`src/rtl/shared_port_scheduler_4_if.sv`:
```
`timescale 1ns/1ps
// Handshake bundle between the requester engines and the shared-port scheduler.
// The scheduler uses the slave view; the requester/bench side uses the master view.
interface shared_port_scheduler_4_if #(
  parameter int LEN_W = 4
);
  logic [3:0]         req;
  logic [4*LEN_W-1:0] req_len;
  logic               beat_valid;
  logic               port_ready;
  logic [3:0]         grant;
  logic [1:0]         cur_id;
  logic               busy;
  logic [LEN_W-1:0]   beat_cnt;
  logic [3:0]         done;
  logic               timeout_err;

  modport slave (
    input  req, req_len, beat_valid, port_ready,
    output grant, cur_id, busy, beat_cnt, done, timeout_err
  );

  modport master (
    output req, req_len, beat_valid, port_ready,
    input  grant, cur_id, busy, beat_cnt, done, timeout_err
  );
endinterface

```
`src/rtl/shared_port_scheduler_4.sv`:
```
`timescale 1ns/1ps
// Four-way round-robin burst scheduler for one shared port: grants a requester,
// holds the grant for len+1 accepted beats or until a stall timeout, then rotates.
module shared_port_scheduler_4 #(
  parameter int LEN_W     = 4,
  parameter int TO_CYCLES = 64
) (
  input  logic                     clk,
  input  logic                     rst,
  shared_port_scheduler_4_if.slave bus
);

  localparam int SW = $clog2(TO_CYCLES);
  localparam logic [SW-1:0] STALL_MAX = SW'(TO_CYCLES - 1);

  typedef enum logic {
    S_IDLE,
    S_XFER
  } state_t;

  state_t           r_state, w_state_next;
  logic [1:0]       r_ptr, w_ptr_next;
  logic [1:0]       r_cur_id, w_cur_id_next;
  logic [3:0]       r_grant, w_grant_next;
  logic [3:0]       r_done, w_done_next;
  logic             r_busy, w_busy_next;
  logic             r_timeout, w_timeout_next;
  logic [LEN_W-1:0] r_len, w_len_next;
  logic [LEN_W-1:0] r_beat_cnt, w_beat_cnt_next;
  logic [SW-1:0]    r_stall, w_stall_next;

  logic [1:0]       w_idx [4];
  logic [3:0]       w_rot_req;
  logic [LEN_W-1:0] w_len_arr [4];
  logic [1:0]       w_off;
  logic [1:0]       w_winner;
  logic             w_any;
  logic             w_accept;
  logic             w_last;
  logic [1:0]       w_ptr_after;

  // Rotate the request vector so that offset 0 is the current priority holder.
  for (genvar gi = 0; gi < 4; gi++) begin : g_rot
    assign w_idx[gi]     = r_ptr + 2'(gi);
    assign w_rot_req[gi] = bus.req[w_idx[gi]];
    assign w_len_arr[gi] = bus.req_len[gi*LEN_W +: LEN_W];
  end

  always_comb begin
    w_off = 2'd3;
    if (w_rot_req[0])      w_off = 2'd0;
    else if (w_rot_req[1]) w_off = 2'd1;
    else if (w_rot_req[2]) w_off = 2'd2;
  end

  assign w_any       = |bus.req;
  assign w_winner    = r_ptr + w_off;
  assign w_accept    = (r_state == S_XFER) && bus.beat_valid && bus.port_ready;
  assign w_last      = (r_beat_cnt == r_len);
  assign w_ptr_after = r_cur_id + 2'd1;

  always_comb begin
    w_state_next    = r_state;
    w_ptr_next      = r_ptr;
    w_cur_id_next   = r_cur_id;
    w_grant_next    = r_grant;
    w_busy_next     = r_busy;
    w_len_next      = r_len;
    w_beat_cnt_next = r_beat_cnt;
    w_stall_next    = r_stall;
    w_done_next     = 4'b0000;
    w_timeout_next  = 1'b0;

    case (r_state)
      S_IDLE: begin
        if (w_any) begin
          w_state_next    = S_XFER;
          w_grant_next    = 4'b0001 << w_winner;
          w_busy_next     = 1'b1;
          w_cur_id_next   = w_winner;
          w_len_next      = w_len_arr[w_winner];
          w_beat_cnt_next = '0;
          w_stall_next    = '0;
        end
      end
      S_XFER: begin
        // An accepted beat clears the stall count, so it always beats the timeout.
        if (w_accept) begin
          w_stall_next = '0;
          if (w_last) begin
            w_state_next    = S_IDLE;
            w_done_next     = r_grant;
            w_grant_next    = 4'b0000;
            w_busy_next     = 1'b0;
            w_beat_cnt_next = '0;
            w_ptr_next      = w_ptr_after;
          end else begin
            w_beat_cnt_next = r_beat_cnt + LEN_W'(1);
          end
        end else if (r_stall == STALL_MAX) begin
          w_state_next    = S_IDLE;
          w_timeout_next  = 1'b1;
          w_grant_next    = 4'b0000;
          w_busy_next     = 1'b0;
          w_beat_cnt_next = '0;
          w_stall_next    = '0;
          w_ptr_next      = w_ptr_after;
        end else begin
          w_stall_next = r_stall + SW'(1);
        end
      end
      default: begin
        w_state_next = S_IDLE;
      end
    endcase
  end

  always_ff @(posedge clk or posedge rst) begin
    if (rst) begin
      r_state    <= S_IDLE;
      r_ptr      <= 2'd0;
      r_cur_id   <= 2'd0;
      r_grant    <= 4'b0000;
      r_busy     <= 1'b0;
      r_len      <= '0;
      r_beat_cnt <= '0;
      r_stall    <= '0;
      r_done     <= 4'b0000;
      r_timeout  <= 1'b0;
    end else begin
      r_state    <= w_state_next;
      r_ptr      <= w_ptr_next;
      r_cur_id   <= w_cur_id_next;
      r_grant    <= w_grant_next;
      r_busy     <= w_busy_next;
      r_len      <= w_len_next;
      r_beat_cnt <= w_beat_cnt_next;
      r_stall    <= w_stall_next;
      r_done     <= w_done_next;
      r_timeout  <= w_timeout_next;
    end
  end

  assign bus.grant       = r_grant;
  assign bus.cur_id      = r_cur_id;
  assign bus.busy        = r_busy;
  assign bus.beat_cnt    = r_beat_cnt;
  assign bus.done        = r_done;
  assign bus.timeout_err = r_timeout;

endmodule

```
`src/flat_wrapper.sv`:
```
// flat-port wrapper written by rule: the top's interface ports become plain ports
module shared_port_scheduler_4_flat 
#(
  parameter int LEN_W     = 4,
  parameter int TO_CYCLES = 64
)
  (clk, rst, bus_req, bus_req_len, bus_beat_valid, bus_port_ready, bus_grant, bus_cur_id, bus_busy, bus_beat_cnt, bus_done, bus_timeout_err);
  shared_port_scheduler_4_if #(.LEN_W(LEN_W)) bus_i ();
  input  logic clk;
  input  logic rst;
  input wire logic [$bits(bus_i.req)-1:0] bus_req;
  input wire logic [$bits(bus_i.req_len)-1:0] bus_req_len;
  input wire logic [$bits(bus_i.beat_valid)-1:0] bus_beat_valid;
  input wire logic [$bits(bus_i.port_ready)-1:0] bus_port_ready;
  output wire logic [$bits(bus_i.grant)-1:0] bus_grant;
  output wire logic [$bits(bus_i.cur_id)-1:0] bus_cur_id;
  output wire logic [$bits(bus_i.busy)-1:0] bus_busy;
  output wire logic [$bits(bus_i.beat_cnt)-1:0] bus_beat_cnt;
  output wire logic [$bits(bus_i.done)-1:0] bus_done;
  output wire logic [$bits(bus_i.timeout_err)-1:0] bus_timeout_err;
  assign bus_i.req = bus_req;
  assign bus_i.req_len = bus_req_len;
  assign bus_i.beat_valid = bus_beat_valid;
  assign bus_i.port_ready = bus_port_ready;
  assign bus_grant = bus_i.grant;
  assign bus_cur_id = bus_i.cur_id;
  assign bus_busy = bus_i.busy;
  assign bus_beat_cnt = bus_i.beat_cnt;
  assign bus_done = bus_i.done;
  assign bus_timeout_err = bus_i.timeout_err;
  shared_port_scheduler_4 #(.LEN_W(LEN_W), .TO_CYCLES(TO_CYCLES)) u_core (.clk(clk), .rst(rst), .bus(bus_i));
endmodule
```
`config.mk`:
```
export PLATFORM = sky130hd
export DESIGN_NAME = shared_port_scheduler_4_flat
export DESIGN_NICKNAME = d
export VERILOG_FILES = /design/src/rtl/shared_port_scheduler_4_if.sv /design/src/rtl/shared_port_scheduler_4.sv /design/src/flat_wrapper.sv
export SDC_FILE = /design/constraint.sdc
export NUM_CORES = 1
export LEC_CHECK = 0
export CORE_ASPECT_RATIO = 0.6
export CORE_MARGIN = 2
export CORE_UTILIZATION = 44
export CTS_CLUSTER_DIAMETER = 30
export CTS_CLUSTER_SIZE = 8
export DETAILED_ROUTE_END_ITERATION = 7
export GPL_TIMING_DRIVEN = 0
export HOLD_SLACK_MARGIN = 0.03
export PLACE_DENSITY = 0.76
export SETUP_SLACK_MARGIN = 0.2
export SKIP_CTS_REPAIR_TIMING = 1
export SLEW_MARGIN = 20
export SYNTH_ARGS = -nofsm -noshare
export SYNTH_HDL_FRONTEND = slang
export SYNTH_SLANG_ARGS = --single-unit
```
`constraint.sdc`:
```
create_clock -name clk -period 2.35 [get_ports clk]
set_input_delay 0.47 -clock clk [delete_from_list [all_inputs] [get_ports clk]]
set_output_delay 0.47 -clock clk [all_outputs]
set_load 0.02 [all_outputs]
```
==> metrics.cfg <==
[status]
status = finished, violations left
violations = setup timing

[drt]
drt-initial-drc-count = 56
final_antenna_net_count = 0
drc_errors = 0
vias = 1360
avgRoutedWirePerCell_um = 15.1
drt_pre_antenna_iters = 4
viasPerCell = 5.46
wl_um = 3770

[cells_and_area]
final_layout_size_suffix_gt1_share_pct = 18.6
final_cell_count_no_fill = 249
fillers = 263
synthToLayoutAreaGrowth_pct = 43.5
regArea_um2 = 726
multi_input_comb_area_um2 = 846
final_net_count = 230
design_area_mm2 = 0.00224
num_antenna_cells = 0

[worst_setup_path]
cp.arrival_ps = 2630
crit_path_max_fanout = 7
worst_ep_required_time_ps = 2510
end_kind = flop
criticalPathCategory = reg2reg
cp-start-kind = flop
r2r_slack_ps = -120

[global_route]
antenna_found_initial = 0
grt_pass1_vias = 1370
grt_max_degree = 30
grt_pass1_wl_um = 6110
gr-total-overflow = 0
grt_use_total_pct = 19.8

[pwr]
powerDensity_mw_per_mm2 = 1150
p_leak_nw = 1.02
vdd_ir_drop_max_uv = 858

[placed_design]
placed_area_mm2 = 0.00204
port_buffers = 39
place_ws_ps = -889
routabilityCongestion = 0.744
hpwl_um = 2680
dp.cells = 236

[cts]
clockBufferDepth = 2
cts_max_level = 2
cts_sinks = 29
worst_skew_pair.late_latency_ps = 270
cts_buffers = 5
cts_root_buffer = clkbuf_8
cts_tree = built
clk_pin_slew_ps = 60

[yosys]
syn_avg_cell_area_um2 = 10.3
syn_inst = 152
synth_compound_area_share_pct = 16.6
synth_fp_nets = 179
synth_adder_area_share_pct = 2.41
synth_top_family_by_area = simple AND/OR/NAND/NOR gates
muxShareOfSynthArea_pct = 8.11
ys_ff_latch = 29
synth_top_area_share_pct = 46.5
yosysTopAreaCell = dfrtp_1
ys_warn_count = 0
netlist_top_cells_area = dfrtp_1, mux2i_1, o21ai_0
yosysUniqueCellTypes = 44
synth_xor_area_share_pct = 3.37
netlist_area_mm2 = 0.00156
ys_seq_area_share_pct = 46.5
yosys.area_share.simple_pct = 18.9

[timing]
rsz0062_at_grt = yes
fin_ws_ps = -117
setup_viol = 5
hold_viol = 0
finClkSkew_ps = 5.77
period_share_pct = 105
relSlewSlack_pct = 60.5
fin_crit_ps = 2470
drv_slew = 0
fmax_mhz = 405
tightestPinTransition_ps = 588

[hold_path]
hp-class = reg2reg

[die]
io_pins = 40
core_area_mm2 = 0.00332
dieArea_mm2 = 0.00405
rows = 16
die_y_um = 50.1
fp.dieW_um = 80.8
start_util_pct = 46.9

[run]
max-cap-violations = 0

Yosys cell counts:
master and count:
mux4_2 1, mux2_2 3, o21a_1 1, a311oi_2 1, o2bb2ai_1 2, nor3_1 4, nor4_2 1, o22ai_1 1
buf_4 1, o21ai_0 11, buf_6 2, a21boi_1 2, ha_1 3, a221o_1 3, buf_1 1, a31oi_1 1
mux2i_1 7, dfrtp_1 29, or2_1 3, xnor2_1 1, o21ai_1 1, nand2_1 14, nand2b_1 1, a22o_1 2
a32o_1 1, nor4_1 1, a21o_1 3, nor2_1 12, nor2b_1 2, or3_1 2, o31ai_1 2, or2b_1 1
inv_1 5, and3_1 6, and4bb_2 1, a21oi_1 1, o221ai_1 1, nand4_1 1, and3_4 1, xor2_1 5
a21boi_0 3, nand3_1 5, buf_2 2, and4_1 1
cells in the final DEF (no fill, tap or decap), types with 3 or more instances in the layout:
master | netlist | final
a21o_1 | 3 | 3
buf_6 | 2 | 4
a221o_1 | 3 | 3
nand3_1 | 5 | 5
nand2_1 | 14 | 14
buf_4 | 1 | 3
inv_1 | 5 | 3
dlymetal6s2s_1 | 0 | 3
mux2i_1 | 7 | 7
nor2_1 | 12 | 12
or2_1 | 3 | 3
clkbuf_8 | 0 | 5
o21ai_0 | 11 | 10
clkdlybuf4s50_1 | 0 | 35
dfrtp_1 | 29 | 29
xor2_1 | 5 | 5
and3_1 | 6 | 6
layout make-up:
class / instances / area share (%)
Sequential cell: 29 / 32.4
Clock buffer: 6 / 3.24
Clock inverter: 2 / 0.447
Buffer: 6 / 2.63
Multi-Input combinational cell: 112 / 37.8
Inverter: 5 / 0.951
Timing Repair Buffer: 44 / 20.0
Tap cell: 45 / 2.52
sequential cells by signal (all words and copies together), names as in the netlist:
register                cells
u_core.bus.done             4
u_core.r_len                4
u_core.bus.grant            4
u_core.bus.beat_cnt         4
u_core.bus.timeout_err      1
u_core.r_stall              6
u_core.r_ptr                2
u_core.r_state              1
u_core.bus.busy             1
u_core.bus.cur_id           2
power breakdown:
part	switching (mW)	internal, mW
logic	0.656	0.720
clock network	0.181	0.205
registers	0.169	0.650
total	1.01	1.57
metal layers:
metal / up-vias / part of all wire, % / global-route usage (%)
li1: 650 / - / -
met1: 650 / 45 / 26.5
met2: 56 / 48 / 32.5
met3: 4 / 5.9 / 4.40
met4: 0 / 0.61 / 5.08
met5: - / 0 / 0
cell families (layout without fill, tap and decap cells):
group           count (synthesis)  after routing
compound gates                 36             36
xor+xnor                        6              6
fa+ha+maj                       3              3
buf+inv                        11             63
flops                          29             29
mux                            11             11
simple gates                   56             56
final timing paths:
kind	to	startpoint	cells after the start
min	u_core.r_stall[1]$_DFFE_PP0P_	u_core.r_stall[1]$_DFFE_PP0P_	2
max reg2reg	u_core.r_len[0]$_DFFE_PP0P_	u_core.r_ptr[1]$_DFFE_PP0P_	11
max	u_core.r_len[0]$_DFFE_PP0P_	u_core.r_ptr[1]$_DFFE_PP0P_	11
max in group asynchronous	u_core.bus.grant[1]$_DFFE_PP0P_	rst	2
min reg2reg	u_core.r_stall[1]$_DFFE_PP0P_	u_core.r_stall[1]$_DFFE_PP0P_	2
min in group asynchronous	u_core.bus.beat_cnt[1]$_DFFE_PP0P_	rst	2
stage by stage:
step	power [mW]	setup TNS [ps]	utilization, %	hold WS [ps]
2_1_floorplan	1.56	-4.41	-	476
3_3_place_gp	1.86	-5410	61.5	462
3_5_place_dp	1.93	-6770	61.5	505
4_1_cts	2.32	-3530	64.0	519
5_1_grt	2.75	-1300	67.3	549
6_report	2.58	-340	67.3	513
critical path, stage by stage (launching register included):
cell and delay, ps:
dfrtp_1 340, buf_6 130, inv_4 40, a21boi_2 120
o22ai_1 80, o21a_1 180, ha_2 200, and4bb_2 250
o2bb2ai_4 120, a311oi_4 250, mux4_2 370, mux2_4 270
(Power assumes the default switching activity.)
